### src/rtl/map_renderer.sv
// Walks the maze tile by tile (column-major) and plots each tile as a TILE x TILE block.
// Optional MAP_RENDERER_PELLET_EN: empty tiles get a centre pellet pixel in PELLET_COLOUR.
module map_renderer #(
    parameter int          MAP_W       = 27,
    parameter int          MAP_H       = 24,
    parameter int          TILE        = 4,
    parameter logic [7:0]  X0          = 8'd26,
    parameter logic [6:0]  Y0          = 7'd12,
    parameter logic [2:0]  WALL_COLOUR = 3'b001,
    parameter logic [2:0]  BG_COLOUR   = 3'b000
`ifdef MAP_RENDERER_PELLET_EN
  , parameter logic [2:0]  PELLET_COLOUR = 3'b110
`endif
) (
    input  logic       clk,
    input  logic       resetn,
    input  logic       start,
    output logic       busy,
    output logic       done,
    output logic [7:0] map_x,
    output logic [6:0] map_y,
    input  logic       map_q,
    output logic [7:0] vga_x,
    output logic [6:0] vga_y,
    output logic [2:0] vga_colour,
    output logic       vga_plot
);
    localparam int OW = (TILE > 1) ? $clog2(TILE) : 1;

    typedef enum logic [1:0] {IDLE, FETCH, DRAW, DONE} state_t;

    state_t          state_q, state_d;
    logic [OW-1:0]   ox_q, ox_d, oy_q, oy_d;
    logic            wall_q, wall_d;
    logic [7:0]      map_x_q, map_x_d;
    logic [6:0]      map_y_q, map_y_d;
    logic [7:0]      vga_x_q, vga_x_d;
    logic [6:0]      vga_y_q, vga_y_d;
    logic [2:0]      vga_colour_q, vga_colour_d;
    logic            vga_plot_q, vga_plot_d;
    logic            busy_q, busy_d;
    logic            done_q, done_d;

    // Offsets and wall bit of the pixel that appears on the outputs next cycle
    logic [OW-1:0]   px_ox, px_oy;
    logic            px_wall;

    always_comb begin
        state_d      = state_q;
        ox_d         = ox_q;
        oy_d         = oy_q;
        wall_d       = wall_q;
        map_x_d      = map_x_q;
        map_y_d      = map_y_q;
        vga_x_d      = vga_x_q;
        vga_y_d      = vga_y_q;
        vga_colour_d = vga_colour_q;
        vga_plot_d   = 1'b0;
        px_ox        = '0;
        px_oy        = '0;
        px_wall      = wall_q;

        case (state_q)
            IDLE: begin
                if (start) begin
                    state_d = FETCH;
                    map_x_d = '0;
                    map_y_d = '0;
                end
            end
            FETCH: begin
                // The lookup is combinational, so the first pixel of the tile
                // is issued straight from map_q while it is also latched.
                wall_d     = map_q;
                ox_d       = '0;
                oy_d       = '0;
                state_d    = DRAW;
                vga_plot_d = 1'b1;
                px_wall    = map_q;
            end
            DRAW: begin
                if (ox_q == OW'(TILE-1) && oy_q == OW'(TILE-1)) begin
                    if (map_x_q == 8'(MAP_W-1) && map_y_q == 7'(MAP_H-1)) begin
                        state_d = DONE;
                    end else begin
                        state_d = FETCH;
                        if (map_y_q == 7'(MAP_H-1)) begin
                            map_y_d = '0;
                            map_x_d = map_x_q + 8'd1;
                        end else begin
                            map_y_d = map_y_q + 7'd1;
                        end
                    end
                end else begin
                    if (ox_q == OW'(TILE-1)) begin
                        ox_d = '0;
                        oy_d = oy_q + 1'b1;
                    end else begin
                        ox_d = ox_q + 1'b1;
                    end
                    vga_plot_d = 1'b1;
                    px_ox      = ox_d;
                    px_oy      = oy_d;
                end
            end
            DONE: state_d = IDLE;
            default: state_d = IDLE;
        endcase

        if (vga_plot_d) begin
            vga_x_d      = 8'(int'(X0) + int'(map_x_q) * TILE + int'(px_ox));
            vga_y_d      = 7'(int'(Y0) + int'(map_y_q) * TILE + int'(px_oy));
            vga_colour_d = px_wall ? WALL_COLOUR : BG_COLOUR;
`ifdef MAP_RENDERER_PELLET_EN
            if (!px_wall && int'(px_ox) == TILE/2 && int'(px_oy) == TILE/2)
                vga_colour_d = PELLET_COLOUR;
`endif
        end

        busy_d = (state_d == FETCH) || (state_d == DRAW);
        done_d = (state_d == DONE);
    end

    always_ff @(posedge clk or negedge resetn) begin
        if (!resetn) begin
            state_q      <= IDLE;
            ox_q         <= '0;
            oy_q         <= '0;
            wall_q       <= 1'b0;
            map_x_q      <= '0;
            map_y_q      <= '0;
            vga_x_q      <= '0;
            vga_y_q      <= '0;
            vga_colour_q <= '0;
            vga_plot_q   <= 1'b0;
            busy_q       <= 1'b0;
            done_q       <= 1'b0;
        end else begin
            state_q      <= state_d;
            ox_q         <= ox_d;
            oy_q         <= oy_d;
            wall_q       <= wall_d;
            map_x_q      <= map_x_d;
            map_y_q      <= map_y_d;
            vga_x_q      <= vga_x_d;
            vga_y_q      <= vga_y_d;
            vga_colour_q <= vga_colour_d;
            vga_plot_q   <= vga_plot_d;
            busy_q       <= busy_d;
            done_q       <= done_d;
        end
    end

    assign busy       = busy_q;
    assign done       = done_q;
    assign map_x      = map_x_q;
    assign map_y      = map_y_q;
    assign vga_x      = vga_x_q;
    assign vga_y      = vga_y_q;
    assign vga_colour = vga_colour_q;
    assign vga_plot   = vga_plot_q;
endmodule

### config.mk
export PLATFORM = sky130hd
export DESIGN_NAME = map_renderer
export DESIGN_NICKNAME = d
export VERILOG_FILES = /design/src/rtl/map_renderer.sv
export SDC_FILE = /design/constraint.sdc
export NUM_CORES = 1
export LEC_CHECK = 0
export BUFFER_PORTS_ARGS = -buffer_cell sky130_fd_sc_hd__buf_2
export CAP_MARGIN = 20
export CELL_PAD_IN_SITES_DETAIL_PLACEMENT = 0
export CELL_PAD_IN_SITES_GLOBAL_PLACEMENT = 1
export CORE_MARGIN = 4
export CORE_UTILIZATION = 43
export CTS_CLUSTER_DIAMETER = 30
export DETAILED_ROUTE_END_ITERATION = 10
export GPL_ROUTABILITY_DRIVEN = 0
export PLACE_DENSITY = 0.76
export SLEW_MARGIN = 20
export SYNTH_ARGS = -nofsm -noshare
export SYNTH_HDL_FRONTEND = slang
export SYNTH_SLANG_ARGS = --single-unit
### constraint.sdc
create_clock -name clk -period 2.25 [get_ports clk]
set_input_delay 0.45 -clock clk [delete_from_list [all_inputs] [get_ports clk]]
set_output_delay 0.45 -clock clk [all_outputs]
set_load 0.01 [all_outputs]
==> flow_summary_export.csv <==
group,metric,value,unit
critical_path,reg2reg_depth,9,
critical_path,r2r-start,"state_q[0]$_DFF_PN0_",
pwr,power_density,505,nW/µm²
pwr,swShare,20.6,%
critical_path,path_cells,"inv_1 -> ha_2 -> a21boi_2 -> and2_1 -> ha_1 -> nor3_1 -> nand3b_1 -> xor2_1 -> o21ai_1",
logic_synthesis,synthDominantCellAreaShare,44.2,%
pwr,pwr-share-comb,1.7,%
critical_path,max_stage_delay,400,ps
logic_synthesis,synth_area,2320,µm²
logic_synthesis,ys_seq_area_share,44.2,%
detailed_routing,routedWlPerCell,15.2,µm
clocking,cts_tree,"yes",
critical_path,endpoint_kind,"flip-flop",
clocking,cts_setup_buffers,0,
logic_synthesis,yosysMostFrequentCell,"dfrtp_1",
place,dp_hpwl,3990,µm
sta,finalSetupViolCount,0,
run_status,status,"completed",
place,dpl_cell_area,2630,µm²
place,io_buffers,37,
floorplan,ios,40,
sta,fin_skew,4.43,ps
sta,rsz0062_at_grt,"false",
pwr,p_sw,286,µW
floorplan,core,5170,µm²
place,dp_cells,344,
cells_and_area,design_area,2750,µm²
detailed_routing,totalWireLength,5350,µm
critical_path,path_delay_family,"simple AND/OR/NAND/NOR gates",
sta,finalHoldViolCount,0,
run,maxCapViolations,0,
detailed_routing,first_iter_violations,66,
logic_synthesis,syn_inst,237,
pwr,ir_drop,217,µV
clocking,root_buffer,"clkbuf_8",
logic_synthesis,synth.avg_cell_area,9.80,µm²
cells_and_area,nets,297,
clocking,clkSinkCount,41,
logic_synthesis,synth_top_area_cell,"dfrtp_1",
sta,period_share,91.3,%
cells_and_area,final_cells,352,
critical_path,ff2ff_setup_slack,200,ps
critical_path,crit_type,"flip-flop to flip-flop",
logic_synthesis,synth_edf_count,0,
clocking,clkLatencyLatePin,300,ps
critical_path,crit_path_start,"state_q[0]$_DFF_PN0_",
sta,final.setup.tns,0,ps
pwr,internal_power,1100,µW
sta,max_slew_margin,59.5,%
logic_synthesis,synth_area_leaders,"dfrtp_1 44%, ha_1 6.5%, o21ai_1 4.5%",
floorplan,die_w,81.5,µm
pwr,pwr-share-clk,45.2,%
floorplan,die-area,6640,µm²
floorplan,fp-row-count,26,
cells_and_area,synthToLayoutAreaGrowth,18.5,%
critical_path,cpMaxStageDelayCell,"dfrtp_1",
sta,worst_pin_slew,607,ps
global_route,grt_pass1_vias,1853,
logic_synthesis,synth_top_flop_cell,"dfrtp_1",
global_route,track_usage,18.0,%
sta,drv_slew,0,
logic_synthesis,ys_top_cells_by_count,"41 x dfrtp_1, 23 x nand2_1, 21 x o21ai_1",
detailed_routing,ant_nets,0,
critical_path,r2r-end,"vga_x[7]$_DFFE_PN0P_",
clocking,numCtsBuffers,5,
detailed_routing,drc_errors,0,
min_path,holdCritPathClass,"input pin to async pin",
global_route,grt_pass1_wl,9270,µm
logic_synthesis,yosys_register_bits,41,
critical_path,cp.arrival,2280,ps
critical_path,crit_cells,9,
critical_path,path_buf_inv,1,
clocking,cts.path.max_buffers,2,
cells_and_area,n_antenna_cell,0,
detailed_routing,first_pass_iters,4,
logic_synthesis,yosysWarnings,0,
cells_and_area,drive_above_1_share,25.5,%
critical_path,cp-endpoint,"vga_x[7]$_DFFE_PN0P_",
clocking,htreeDepth,2,
floorplan,chipHeight,81.5,µm
logic_synthesis,ys_types,55,
global_route,grt_overflow,0,
pwr,p_seq_share,53.1,%
logic_synthesis,synth-async-reset-ratio,100,%
detailed_routing,via_count,1900,
critical_path,cp_max_fo,8,
pwr,p_leak,0.00119,µW
critical_path,cp-start-kind,"flip-flop",
detailed_routing,vias_per_cell,5.40,
sta,period_needed,2050,ps
global_route,grt_antenna_before_repair,0,
clocking,clkTransAtPathRegs,80,ps
critical_path,required,2480,ps
floorplan,initial_utilization,44.9,%
global_route,grt_max_degree,29,
sta,fmax,0.487,GHz
timing repair:
item | CTS | global route
endpoints found under the setup margin | 0 | 8
hold buffers | 0 | 0
gates resized for setup | 0 | 2
cell type report:
type / instances / area [µm²]
Clock buffer: 6 / 82.6
Clock inverter: 2 / 37.5
Fill cell: 490 / 2420
Inverter: 11 / 41.3
Multi-Input combinational cell: 169 / 1170
Sequential cell: 41 / 1030
Tap cell: 70 / 87.6
Timing Repair Buffer: 53 / 305
placed cells by master, fill, tap and decap left out, drive strengths merged, types with 3 or more instances in the layout:
master,instances
a22o,3
nor4,3
mux2,3
clkbuf,6
xnor2,3
nor2,8
nand2,24
nand3,5
buf,53
dfrtp,41
a21oi,3
ha,12
and3,4
nand4,5
and4,3
o21ai,25
o211ai,5
nor3,4
a31oi,3
nand2b,8
a211o,3
xor2,7
inv,11
power by group through the flow:
stage	combinational (µW)	sequential [µW]	clock, µW
3_3_place_gp	24.6	753	0
4_1_cts	25.1	738	645
6_report	23.7	738	629
5_1_grt	28.1	739	682
2_1_floorplan	5.58	754	0
3_5_place_dp	25.1	753	0
stage by stage:
stage	util [%]	setup slack [ps]	hold slack, ps	total power, µW
2_1_floorplan	-	306	154	759
3_3_place_gp	50.7	138	453	778
3_5_place_dp	50.7	73.5	458	778
4_1_cts	53.1	47.3	174	1410
5_1_grt	53.2	14.5	198	1450
6_report	53.2	196	157	1390
worst min-delay path by stage:
stage,cells after the start,endpoint,slack [ps],from
floorplan,0,busy$_DFF_PN0_,150,resetn
global route,1,done$_DFF_PN0_,200,resetn
global placement,2,vga_x[2]$_DFFE_PN0P_,450,vga_x[2]$_DFFE_PN0P_
detailed placement,2,vga_x[2]$_DFFE_PN0P_,460,vga_x[2]$_DFFE_PN0P_
finish,1,done$_DFF_PN0_,160,resetn
CTS,1,done$_DFF_PN0_,170,resetn
flip-flops by register name (all words and copies together) (netlist names), 2 cells and up:
register	flops
state_q	2
vga_y	7
oy_q	2
ox_q	2
map_x	8
vga_x	8
map_y	7
per-layer routing:
layer,share of wire [%],routed length (µm),vias up,track usage [%]
li1,-,-,955,-
met3,3.6,194,7,3.62
met4,1.3,72,0,5.41
met5,0,0,-,0
met1,50,2670,908,25.7
met2,45,2410,30,27.6
kinds of logic (layout without fill, tap and decap cells):
kind of cell | after synthesis | count (layout) | share of synthesized area (%)
xor gates and xnor gates | 10 | 10 | 3.77
and+or+nand+nor | 78 | 78 | 19.2
buffers and inverters | 28 | 72 | 5.87
muxes | 5 | 5 | 2.32
other | 1 | 2 | 0.161
adders and majority gates | 12 | 12 | 6.46
DFF | 41 | 41 | 44.2
AOI/OAI and AO/OA | 62 | 62 | 18.1
(Power assumes the default switching activity.)
